File: config.mk
export PLATFORM = sky130hd
export DESIGN_NAME = decode_cycle_flat
export DESIGN_NICKNAME = d
export VERILOG_FILES = /design/src/rtl/decode_cycle_if.sv /design/src/rtl/decode_cycle.sv /design/src/flat_wrapper.sv
export SDC_FILE = /design/constraint.sdc
export NUM_CORES = 2
export LEC_CHECK = 0
export ABC_CLOCK_PERIOD_IN_PS = 3700
export BUFFER_PORTS_ARGS = -buffer_cell sky130_fd_sc_hd__buf_4
export CAP_MARGIN = 5
export CORE_ASPECT_RATIO = 2
export CORE_UTILIZATION = 45
export CTS_CLUSTER_SIZE = 10
export DETAILED_ROUTE_END_ITERATION = 8
export PLACE_DENSITY = 0.63
export RECOVER_POWER = 25
export SLEW_MARGIN = 20
export SYNTH_ARGS = -nofsm -noshare
export SYNTH_HDL_FRONTEND = slang
export SYNTH_SLANG_ARGS = --single-unit
File: constraint.sdc
create_clock -name clk -period 3.7 [get_ports clk]
set_input_delay 0.74 -clock clk [delete_from_list [all_inputs] [get_ports clk]]
set_output_delay 0.74 -clock clk [all_outputs]
set_load 0.005 [all_outputs]
File: src/rtl/decode_cycle_if.sv
// Decode stage bus: IF/ID inputs, writeback port, flush, and the ID/EX
// register outputs. The IllegalE signal exists only when
// DECODE_ILLEGAL_TRAP_EN is defined.
interface decode_cycle_if #(
  parameter int XLEN = 32
);
  // IF/ID, writeback and hazard-unit inputs to decode
  logic [XLEN-1:0] InstrD;
  logic [XLEN-1:0] PCD;
  logic [XLEN-1:0] PCPlus4D;
  logic            RegWriteW;
  logic [4:0]      RDW;
  logic [XLEN-1:0] ResultW;
  logic            FlushE;

  // Source register addresses for the hazard unit (combinational)
  logic [4:0]      Rs1D;
  logic [4:0]      Rs2D;

  // ID/EX register
  logic            RegWriteE;
  logic [1:0]      ResultSrcE;
  logic            MemWriteE;
  logic            JumpE;
  logic            BranchE;
  logic [2:0]      ALUControlE;
  logic            ALUSrcE;
  logic [XLEN-1:0] RD1E;
  logic [XLEN-1:0] RD2E;
  logic [XLEN-1:0] ImmExtE;
  logic [4:0]      RdE;
  logic [4:0]      Rs1E;
  logic [4:0]      Rs2E;
  logic [XLEN-1:0] PCE;
  logic [XLEN-1:0] PCPlus4E;
`ifdef DECODE_ILLEGAL_TRAP_EN
  logic            IllegalE;
`endif

  // Pipeline side that feeds decode and consumes the ID/EX register
  modport master (
    output InstrD, PCD, PCPlus4D, RegWriteW, RDW, ResultW, FlushE,
    input  Rs1D, Rs2D,
    input  RegWriteE, ResultSrcE, MemWriteE, JumpE, BranchE, ALUControlE,
           ALUSrcE, RD1E, RD2E, ImmExtE, RdE, Rs1E, Rs2E, PCE, PCPlus4E
`ifdef DECODE_ILLEGAL_TRAP_EN
    , IllegalE
`endif
  );

  // Decode stage itself
  modport slave (
    input  InstrD, PCD, PCPlus4D, RegWriteW, RDW, ResultW, FlushE,
    output Rs1D, Rs2D,
    output RegWriteE, ResultSrcE, MemWriteE, JumpE, BranchE, ALUControlE,
           ALUSrcE, RD1E, RD2E, ImmExtE, RdE, Rs1E, Rs2E, PCE, PCPlus4E
`ifdef DECODE_ILLEGAL_TRAP_EN
    , IllegalE
`endif
  );
endinterface

File: src/rtl/decode_cycle.sv
// RV32I decode stage: register file with same-cycle writeback bypass,
// main/ALU control decode, immediate generation and the ID/EX register.
// Optional feature macro: DECODE_ILLEGAL_TRAP_EN adds a registered IllegalE
// flag and forces controls to zero for unsupported encodings.
module decode_cycle #(
  parameter int XLEN = 32,
  parameter int NREG = 32
) (
  input logic         clk,
  input logic         rst,
  decode_cycle_if.slave bus
);

  localparam logic [6:0] OpR    = 7'b0110011;
  localparam logic [6:0] OpIAlu = 7'b0010011;
  localparam logic [6:0] OpLw   = 7'b0000011;
  localparam logic [6:0] OpSw   = 7'b0100011;
  localparam logic [6:0] OpBeq  = 7'b1100011;
  localparam logic [6:0] OpJal  = 7'b1101111;

  logic [31:0] instr;
  logic [6:0]  opcode;
  logic [2:0]  funct3;
  logic        funct7b5;
  logic [4:0]  rs1;
  logic [4:0]  rs2;
  logic [4:0]  rd;

  assign instr    = bus.InstrD;
  assign opcode   = instr[6:0];
  assign funct3   = instr[14:12];
  assign funct7b5 = instr[30];
  assign rs1      = instr[19:15];
  assign rs2      = instr[24:20];
  assign rd       = instr[11:7];

  assign bus.Rs1D = rs1;
  assign bus.Rs2D = rs2;

  logic [XLEN-1:0] regFile [NREG];
  logic [XLEN-1:0] rd1;
  logic [XLEN-1:0] rd2;
  logic            wrValid;

  // Writes to x0 are dropped so entry 0 stays at its reset value
  assign wrValid = bus.RegWriteW && (bus.RDW != 5'd0);

  // Register file write port; reset clears every entry
  always_ff @(posedge clk or negedge rst) begin
    if (!rst) begin
      for (int i = 0; i < NREG; i++) begin
        regFile[i] <= '0;
      end
    end else if (wrValid) begin
      regFile[bus.RDW] <= bus.ResultW;
    end
  end

  // Read ports: x0 is hardwired, a same-cycle writeback is forwarded
  always_comb begin
    rd1 = '0;
    rd2 = '0;
    if (rs1 != 5'd0) begin
      rd1 = (wrValid && bus.RDW == rs1) ? bus.ResultW : regFile[rs1];
    end
    if (rs2 != 5'd0) begin
      rd2 = (wrValid && bus.RDW == rs2) ? bus.ResultW : regFile[rs2];
    end
  end

  logic       regWriteD;
  logic [1:0] immSrcD;
  logic       aluSrcD;
  logic       memWriteD;
  logic [1:0] resultSrcD;
  logic       branchD;
  logic [1:0] aluOpD;
  logic       jumpD;

  // Main decoder; unlisted opcodes fall through to all-zero controls
  always_comb begin
    regWriteD  = 1'b0;
    immSrcD    = 2'b00;
    aluSrcD    = 1'b0;
    memWriteD  = 1'b0;
    resultSrcD = 2'b00;
    branchD    = 1'b0;
    aluOpD     = 2'b00;
    jumpD      = 1'b0;
    case (opcode)
      OpR: begin
        regWriteD = 1'b1;
        aluOpD    = 2'b10;
      end
      OpIAlu: begin
        regWriteD = 1'b1;
        aluSrcD   = 1'b1;
        aluOpD    = 2'b10;
      end
      OpLw: begin
        regWriteD  = 1'b1;
        aluSrcD    = 1'b1;
        resultSrcD = 2'b01;
      end
      OpSw: begin
        immSrcD   = 2'b01;
        aluSrcD   = 1'b1;
        memWriteD = 1'b1;
      end
      OpBeq: begin
        immSrcD = 2'b10;
        branchD = 1'b1;
        aluOpD  = 2'b01;
      end
      OpJal: begin
        regWriteD  = 1'b1;
        immSrcD    = 2'b11;
        resultSrcD = 2'b10;
        jumpD      = 1'b1;
      end
      default: ;
    endcase
  end

  logic [2:0] aluCtrlD;

  // ALU decoder; sub only for R-type with funct7[5] set (addi never subtracts)
  always_comb begin
    aluCtrlD = 3'b000;
    case (aluOpD)
      2'b01: aluCtrlD = 3'b001;
      2'b10: begin
        case (funct3)
          3'b000:  aluCtrlD = ({opcode[5], funct7b5} == 2'b11) ? 3'b001 : 3'b000;
          3'b010:  aluCtrlD = 3'b101;
          3'b110:  aluCtrlD = 3'b011;
          3'b111:  aluCtrlD = 3'b010;
          default: aluCtrlD = 3'b000;
        endcase
      end
      default: aluCtrlD = 3'b000;
    endcase
  end

  logic [XLEN-1:0] immExtD;

  // Immediate generator selected by the main decoder
  always_comb begin
    immExtD = '0;
    case (immSrcD)
      2'b00: immExtD = {{20{instr[31]}}, instr[31:20]};
      2'b01: immExtD = {{20{instr[31]}}, instr[31:25], instr[11:7]};
      2'b10: immExtD = {{20{instr[31]}}, instr[7], instr[30:25], instr[11:8], 1'b0};
      2'b11: immExtD = {{12{instr[31]}}, instr[19:12], instr[20], instr[30:21], 1'b0};
      default: immExtD = '0;
    endcase
  end

  logic killD;

`ifdef DECODE_ILLEGAL_TRAP_EN
  logic illegalD;

  // Unknown opcode, or an ALU funct3 the ALU decoder cannot map
  always_comb begin
    illegalD = 1'b1;
    case (opcode)
      OpR, OpIAlu: illegalD = !(funct3 == 3'b000 || funct3 == 3'b010 ||
                                funct3 == 3'b110 || funct3 == 3'b111);
      OpLw, OpSw, OpBeq, OpJal: illegalD = 1'b0;
      default: illegalD = 1'b1;
    endcase
  end

  assign killD = illegalD;
`else
  assign killD = 1'b0;
`endif

  // ID/EX register: reloads every cycle, loads a zero bubble on FlushE
  always_ff @(posedge clk or negedge rst) begin
    if (!rst) begin
      bus.RegWriteE   <= 1'b0;
      bus.ResultSrcE  <= 2'b00;
      bus.MemWriteE   <= 1'b0;
      bus.JumpE       <= 1'b0;
      bus.BranchE     <= 1'b0;
      bus.ALUControlE <= 3'b000;
      bus.ALUSrcE     <= 1'b0;
      bus.RD1E        <= '0;
      bus.RD2E        <= '0;
      bus.ImmExtE     <= '0;
      bus.RdE         <= 5'd0;
      bus.Rs1E        <= 5'd0;
      bus.Rs2E        <= 5'd0;
      bus.PCE         <= '0;
      bus.PCPlus4E    <= '0;
`ifdef DECODE_ILLEGAL_TRAP_EN
      bus.IllegalE    <= 1'b0;
`endif
    end else if (bus.FlushE) begin
      bus.RegWriteE   <= 1'b0;
      bus.ResultSrcE  <= 2'b00;
      bus.MemWriteE   <= 1'b0;
      bus.JumpE       <= 1'b0;
      bus.BranchE     <= 1'b0;
      bus.ALUControlE <= 3'b000;
      bus.ALUSrcE     <= 1'b0;
      bus.RD1E        <= '0;
      bus.RD2E        <= '0;
      bus.ImmExtE     <= '0;
      bus.RdE         <= 5'd0;
      bus.Rs1E        <= 5'd0;
      bus.Rs2E        <= 5'd0;
      bus.PCE         <= '0;
      bus.PCPlus4E    <= '0;
`ifdef DECODE_ILLEGAL_TRAP_EN
      bus.IllegalE    <= 1'b0;
`endif
    end else begin
      bus.RegWriteE   <= regWriteD & ~killD;
      bus.ResultSrcE  <= killD ? 2'b00 : resultSrcD;
      bus.MemWriteE   <= memWriteD & ~killD;
      bus.JumpE       <= jumpD & ~killD;
      bus.BranchE     <= branchD & ~killD;
      bus.ALUControlE <= killD ? 3'b000 : aluCtrlD;
      bus.ALUSrcE     <= aluSrcD & ~killD;
      bus.RD1E        <= rd1;
      bus.RD2E        <= rd2;
      bus.ImmExtE     <= immExtD;
      bus.RdE         <= rd;
      bus.Rs1E        <= rs1;
      bus.Rs2E        <= rs2;
      bus.PCE         <= bus.PCD;
      bus.PCPlus4E    <= bus.PCPlus4D;
`ifdef DECODE_ILLEGAL_TRAP_EN
      bus.IllegalE    <= illegalD;
`endif
    end
  end

endmodule

File: src/flat_wrapper.sv
// flat-port wrapper written by rule: the top's interface ports become plain ports
module decode_cycle_flat 
#(
  parameter int XLEN = 32,
  parameter int NREG = 32
)
  (clk, rst, bus_InstrD, bus_PCD, bus_PCPlus4D, bus_RegWriteW, bus_RDW, bus_ResultW, bus_FlushE, bus_Rs1D, bus_Rs2D, bus_RegWriteE, bus_ResultSrcE, bus_MemWriteE, bus_JumpE, bus_BranchE, bus_ALUControlE, bus_ALUSrcE, bus_RD1E, bus_RD2E, bus_ImmExtE, bus_RdE, bus_Rs1E, bus_Rs2E, bus_PCE, bus_PCPlus4E);
  decode_cycle_if #(.XLEN(XLEN)) bus_i ();
  input logic clk;
  input logic rst;
  input wire logic [$bits(bus_i.InstrD)-1:0] bus_InstrD;
  input wire logic [$bits(bus_i.PCD)-1:0] bus_PCD;
  input wire logic [$bits(bus_i.PCPlus4D)-1:0] bus_PCPlus4D;
  input wire logic [$bits(bus_i.RegWriteW)-1:0] bus_RegWriteW;
  input wire logic [$bits(bus_i.RDW)-1:0] bus_RDW;
  input wire logic [$bits(bus_i.ResultW)-1:0] bus_ResultW;
  input wire logic [$bits(bus_i.FlushE)-1:0] bus_FlushE;
  output wire logic [$bits(bus_i.Rs1D)-1:0] bus_Rs1D;
  output wire logic [$bits(bus_i.Rs2D)-1:0] bus_Rs2D;
  output wire logic [$bits(bus_i.RegWriteE)-1:0] bus_RegWriteE;
  output wire logic [$bits(bus_i.ResultSrcE)-1:0] bus_ResultSrcE;
  output wire logic [$bits(bus_i.MemWriteE)-1:0] bus_MemWriteE;
  output wire logic [$bits(bus_i.JumpE)-1:0] bus_JumpE;
  output wire logic [$bits(bus_i.BranchE)-1:0] bus_BranchE;
  output wire logic [$bits(bus_i.ALUControlE)-1:0] bus_ALUControlE;
  output wire logic [$bits(bus_i.ALUSrcE)-1:0] bus_ALUSrcE;
  output wire logic [$bits(bus_i.RD1E)-1:0] bus_RD1E;
  output wire logic [$bits(bus_i.RD2E)-1:0] bus_RD2E;
  output wire logic [$bits(bus_i.ImmExtE)-1:0] bus_ImmExtE;
  output wire logic [$bits(bus_i.RdE)-1:0] bus_RdE;
  output wire logic [$bits(bus_i.Rs1E)-1:0] bus_Rs1E;
  output wire logic [$bits(bus_i.Rs2E)-1:0] bus_Rs2E;
  output wire logic [$bits(bus_i.PCE)-1:0] bus_PCE;
  output wire logic [$bits(bus_i.PCPlus4E)-1:0] bus_PCPlus4E;
  assign bus_i.InstrD = bus_InstrD;
  assign bus_i.PCD = bus_PCD;
  assign bus_i.PCPlus4D = bus_PCPlus4D;
  assign bus_i.RegWriteW = bus_RegWriteW;
  assign bus_i.RDW = bus_RDW;
  assign bus_i.ResultW = bus_ResultW;
  assign bus_i.FlushE = bus_FlushE;
  assign bus_Rs1D = bus_i.Rs1D;
  assign bus_Rs2D = bus_i.Rs2D;
  assign bus_RegWriteE = bus_i.RegWriteE;
  assign bus_ResultSrcE = bus_i.ResultSrcE;
  assign bus_MemWriteE = bus_i.MemWriteE;
  assign bus_JumpE = bus_i.JumpE;
  assign bus_BranchE = bus_i.BranchE;
  assign bus_ALUControlE = bus_i.ALUControlE;
  assign bus_ALUSrcE = bus_i.ALUSrcE;
  assign bus_RD1E = bus_i.RD1E;
  assign bus_RD2E = bus_i.RD2E;
  assign bus_ImmExtE = bus_i.ImmExtE;
  assign bus_RdE = bus_i.RdE;
  assign bus_Rs1E = bus_i.Rs1E;
  assign bus_Rs2E = bus_i.Rs2E;
  assign bus_PCE = bus_i.PCE;
  assign bus_PCPlus4E = bus_i.PCPlus4E;
  decode_cycle #(.XLEN(XLEN), .NREG(NREG)) u_core (.clk(clk), .rst(rst), .bus(bus_i));
endmodule
* Word-level counts from Yosys, hierarchy flattened
Index checks and enable logic that the tools add are counted.
** Word-level totals
- Bits in latches :: 0
- Output and inout bits :: 195
- Input bits :: 137
- Memories :: 0
- Flip-flop bits (word level) :: 1209
- Word-level logic and storage cells :: 123
- Bits in read-only memories :: 0
- Bits in writable memories :: 0
** Cells by class
- Divide/modulo/power cells :: 0
- $mul :: 0
- Shifts and indexed selects :: 0
- Multiplexer cells :: 40
- Bitwise operators :: 3
- Magnitude comparators :: 4
- Add/subtract/negate cells :: 0
- Equal/unequal tests :: 17
- Reductions and logical operators :: 12
** Operators with widths (count)
- $bwmux 1024 :: 1
- $mux 32 :: 14
- $bmux 32 s5 :: 2
- $demux 32 s5 :: 1
- $pmux 32 s4 :: 1
- $ge 6x6->1 const B :: 3
- $not 5->6 :: 3
- $mux 5 :: 3
- $reduce_bool 5->1 :: 3
- $eq 7x6->1 const B :: 2
- $eq 7x7->1 const B :: 2
- $pmux 3 s4 :: 1
- $mux 1 :: 11
- $eq 5x5->1 :: 2
- $eq 2x2->1 const B :: 4
- $pmux 2 s2 :: 2
- $eq 7x2->1 const B :: 1
- $eq 7x5->1 const B :: 1
- $eq 3x3->1 const B :: 2
- $lt 6x1->1 const B :: 1
- $pmux 2 s3 :: 1
- $pmux 3 s2 :: 1
- $eq 2x1->1 const B :: 2
- $logic_and 1x1->1 :: 4
- other kinds (8) :: 8

* Logic depth before layout (Yosys ltp)
- Depth in word-level cells :: 7
- Gate-level depth with buffers :: 9
- Mapped depth without buffers :: 8

* Worst setup path before layout
OpenSTA, ideal clock, no wires.
- Path type :: input to register
- Start point :: in bus_InstrD[15]
- End point :: reg u_core.bus.RD1E[15] (netlist bit)
- Buffers on the path :: 2
- Data arrival time :: 2.121 ns
- Required time :: 3.563 ns
- Library setup time :: 0.137 ns
- Stages :: 6
- Path slack :: 1.442 ns
- Cell sequence :: buf_4 > buf_2 > mux4_2 > a211oi_1 > a22o_1 > a21oi_1
** Between the ends
- Word-level cells in the longest chain between the ends :: 7
- Elaborated cells between the ends (all ways) :: 10
- Classes of those cells :: eq/ne: 1; mux: 6; bitwise: 1; reduce/logical: 2
** Ends and longest elaborated chain
- from (decl) :: line flat_wrapper.sv:11 : input wire logic [$bits(bus_i.InstrD)-1:0] bus_InstrD;
- $not 5->6 (not written as such) :: line decode_cycle.sv:64 : rd1 = (wrValid && bus.RDW == rs1) ? bus.ResultW : regFile[rs1];
- $bmux 32 s5 :: line decode_cycle.sv:64
- $mux 32 (not written as such) (2 in series) :: line decode_cycle.sv:64
- $mux 32 :: line decode_cycle.sv:64
- $mux 32 (*) :: line decode_cycle.sv:63 : if (rs1 != 5'd0) begin
- $mux 32 (*) :: line decode_cycle.sv:201 : end else if (bus.FlushE) begin
- to (signal assigned) :: line decode_cycle.sv:228 : bus.RD1E <= rd1;
- to (decl) :: line decode_cycle_if.sv:56 : ALUSrcE, RD1E, RD2E, ImmExtE, RdE, Rs1E, Rs2E, PCE, PCPlus4E
Mark *: on every way between the ends. The rest lies on a longest branch, timed or not. The select of a mux whose other input is x is not followed.
A chain may end at the register's enable or synchronous reset.

* Worst setup path after layout
- Start point :: in bus_RDW[2]
- End point :: reg u_core.regFile[16] (netlist bit)
** Between the ends
- Word-level cells in the longest chain between the ends :: 6
- Elaborated cells between the ends (all ways) :: 9
- Classes of those cells :: order compare: 2; mux: 3; bitwise: 1; reduce/logical: 3
** Ends and longest elaborated chain
- from (decl) :: line flat_wrapper.sv:15 : input wire logic [$bits(bus_i.RDW)-1:0] bus_RDW;
- $not 5->6 (not written as such) :: line decode_cycle.sv:55 : regFile[bus.RDW] <= bus.ResultW;
- $ge 6x6->1 (not written as such) or $lt 6x1->1 (tied branches) :: line decode_cycle.sv:55
- $logic_and 1x1->1 (not written as such) :: line decode_cycle.sv:55
- $mux 32 (not written as such) :: line decode_cycle.sv:55
- $demux 32 s5 :: line decode_cycle.sv:55
- $bwmux 1024 :: line decode_cycle.sv:55
- to (signal, indexed assignment) :: line decode_cycle.sv:55
- to (decl) :: line decode_cycle.sv:40 : logic [XLEN-1:0] regFile [NREG];
Parallel ways exist; a longest one is shown, timed or not.

==> summary.md <==
| Metric | Value |
|---|---|
| Cell variety after synth | `42` |
| Drt first pass iters | `6` |
| Critical-path cell list | `clkbuf_1 > nand3_1 > nor2_4 > clkbuf_2 > mux2_2` |
| Final WL | `215 mm` |
| Initial antenna violation count | `8` |
| Final hold vios | `0` |
| Post-CTS Setup Inserts | `0` |
| Bufs and invs on worst path | `2` |
| Starting Density | `0.453` |
| Failing checks | `max-capacitance violations, max-slew violations` |
| Largest net degree at the start of global routing | `94` |
| Avg WL per Cell | `32.1 um` |
| Input/output buffers | `331` |
| Mapped Nets | `4943` |
| Worst-path clk slew | `50 ps` |
| Hold_sp | `bus_InstrD[4]` |
| Chip Height | `524 um` |
| PD cells | `518 nW/um^2` |
| RR Startpoint | `u_core.regFile[911]` |
| R2R depth | `4` |
| Vias post-DR | `43400` |
| Number of flops mapped to enable cells by yosys | `0` |
| Worst setup SP type | `input pin` |
| Final Max Tran Viols | `240` |
| R2r setup slk | `1870 ps` |
| I/O pins | `332` |
| Root buf cell | `clkbuf_16` |
| Hold Buf Count CTS | `1` |
| Final nets | `5095` |
| Post-route cell area | `69900 um^2` |
| Clock sink count | `1197` |
| Initial DRC count | `3741` |
| Largest area contributor in the netlist | `dfrtp_1` |
| MaxCap Viol Count | `6` |
| CP max FO | `32` |
| Die W | `263 um` |
| Synth top area cells | `dfrtp_1, mux2_2, mux2i_1` |
| Overflow after GRT | `0` |
| DRT antenna net count | `0` |
| Predominant post-synthesis flop cell | `dfrtp_1` |
| Most frequent cells in the layout | `dfrtp_1, mux2_2, mux2i_1` |
| Vias in the first global route | `45100` |
| Status | `complete, but fails checks` |
| Leakage power | `32.3 nW` |
| DR vias/cell | `6.48` |
| TritonCTS clock tree | `done` |
| Synth warn | `0` |
| Hold Crit Class | `input pin to flip-flop` |
| Worst-Margin Slew | `2730 ps` |
| Post-DP HPWL | `127 mm` |
| H-tree levels | `4` |
| Min cycle time layout | `3090 ps` |
| Gp weighted congestion | `0.844` |
| Final setup violation count | `0` |
| Area growth syn-to-layout | `14.1%` |
| Final Cycle Share | `0.835` |
| Most common cell after layout, fill and taps aside | `dfrtp_1` |
| Synthesized area | `61200 um^2` |
| Hold Slack | `153 ps` |
| GR Util All Layers | `0.311` |
| Worst Path Arrival | `3720 ps` |
| Sum Neg Setup Slack | `0 ps` |
| Die area | `138000 um^2` |
| Layout cells sized above 1 | `0.371` |
| First-pass GRT wire length | `313 mm` |
| Worst skew pair latency | `770 ps` |
| CTS buffer count | `145` |
| Post-DP Area | `66200 um^2` |
| Core area | `135000 um^2` |
| Largest delay share family, worst path | `buffers and inverters` |
| Post-Synthesis Cells | `4804` |
| Critical path's largest stage delay | `1430 ps` |
| Layout fillers | `11600` |
| Register area share after synthesis | `0.489` |
| CP required | `4330 ps` |
| Synth async-reset ratio | `1.00` |
| Setup crit end kind | `flip-flop` |
| Setup CP Type | `input pin to flip-flop` |
| Post-Layout Cell Count | `6704` |
| Slew headroom | `-0.818` |
| Seq cells post-synth | `1197` |
| Post-synth top area share | `0.489` |
| CTS resizes | `0` |
| RSZ-0062 raised after global routing | `no` |
| Pre-CTS setup slack | `425 ps` |
| Slowest cell on the critical path | `clkbuf_2` |
| CTS max path bufs | `4` |
| Hold EP | `u_core.bus.ResultSrcE[0]` |
| Clock Skew | `35.2 ps` |
| Rows | `191` |
| Worst R2R End | `u_core.bus.RD2E[15]` |
| Post-route setup slack | `609 ps` |
| Syn_area_per_cell | `12.7 um^2` |
| Hold Path Depth | `2` |
| Peak VDD IR | `0.299 mV` |
| Cell count after placement | `6545` |
| DR DRC count | `0` |
| Max frequency | `324 MHz` |
## Yosys cell counts (30+ instances only)
| master | count |
|---|---|
| buf_4 | 71 |
| a22oi_1 | 128 |
| nand2_1 | 285 |
| o221ai_1 | 64 |
| mux2i_1 | 766 |
| nor2_1 | 30 |
| o22ai_1 | 62 |
| mux2_2 | 997 |
| buf_2 | 155 |
| a21oi_1 | 142 |
| dfrtp_1 | 1197 |
| a211oi_1 | 62 |
| o21ai_0 | 65 |
| nand4_1 | 128 |
| mux4_2 | 128 |
| a22o_1 | 65 |
| nor2b_1 | 90 |
| clkbuf_1 | 258 |
| buf_1 | 35 |
## logic make-up (layout without fill, tap and decap cells)
| group | Yosys count | in the layout | synth area share |
|---|---|---|---|
| AND/OR/NAND/NOR | 585 | 585 | 0.0475 |
| XOR/XNOR | 10 | 10 | 0.00143 |
| flip-flops | 1197 | 1197 | 0.489 |
| adder cells (fa/ha/maj) | 2 | 2 | 0.000409 |
| buffers and inverters | 526 | 685 | 0.0403 |
| multiplexers | 1892 | 1892 | 0.356 |
| AO/OA/AOI/OAI | 592 | 592 | 0.0654 |
| other | 0 | 4 | 0 |
## metrics by stage
step,power (mW),utilization
floorplan,21.4,-
global placement,23.6,0.489
detailed placement,23.9,0.490
CTS,36.4,0.518
global route,37.6,0.517
finish,36.2,0.517
## worst register-to-register path: stages (launching register included)
cell	delay, ps
dfrtp_1	390
mux4_2	470
a211oi_1	440
a22o_1	220
a21oi_1	120
## worst max path at each step
stage | startpoint | end | slack (ps) | cells after the start
final | bus_RDW[2] | u_core.regFile[16] | 610 | 5
after global routing | bus_FlushE | u_core.bus.ImmExtE[4] | 610 | 3
after CTS | bus_InstrD[23] | bus_Rs2D[3] | 1120 | 3
after detailed placement | bus_RDW[4] | u_core.regFile[244] | 430 | 6
after global placement | bus_RDW[2] | u_core.regFile[245] | 510 | 6
after floorplan | bus_InstrD[15] | u_core.bus.RD1E[15] | 1440 | 6
## power breakdown
| group | total, mW | internal (mW) | switching [mW] |
|---|---|---|---|
| clock network | 12.4 | 7.13 | 5.30 |
| registers | 17.1 | 15.3 | 1.72 |
| logic | 6.70 | 3.61 | 3.09 |
| total | 36.2 | 26.1 | 10.1 |
## metal layers
metal  vias up  track usage  share of wire
li1      18000            -              -
met1     22700        0.369           0.38
met2      2102        0.539           0.50
met3       614       0.0497          0.065
met4         6        0.170          0.058
met5         -            0        0.00016
## area by class of cell
type / instances / area (um^2) / area share
Sequential cell: 1197 / 30000 / 0.429
Multi-Input combinational cell: 3081 / 29100 / 0.416
Timing Repair Buffer: 528 / 4860 / 0.0696
Clock buffer: 152 / 3770 / 0.0540
Tap cell: 1737 / 2170 / 0.0311
Clock inverter: 2 / 25.0 / 0.000358
Inverter: 3 / 11.3 / 0.000161
Antenna cell: 4 / 10.0 / 0.000143
## flip-flops by register name (all words and copies together), names as in the netlist, 3 cells and up
| signal | count |
|---|---|
| u_core.bus.Rs2E | 5 |
| u_core.regFile | 1024 |
| u_core.bus.RD1E | 32 |
| u_core.bus.ALUControlE | 3 |
| u_core.bus.PCPlus4E | 32 |
| u_core.bus.PCE | 32 |
| u_core.bus.RD2E | 32 |
| u_core.bus.ImmExtE | 21 |
| u_core.bus.Rs1E | 5 |
| u_core.bus.RdE | 5 |
No activity file was read; power rests on OpenSTA's default activity.
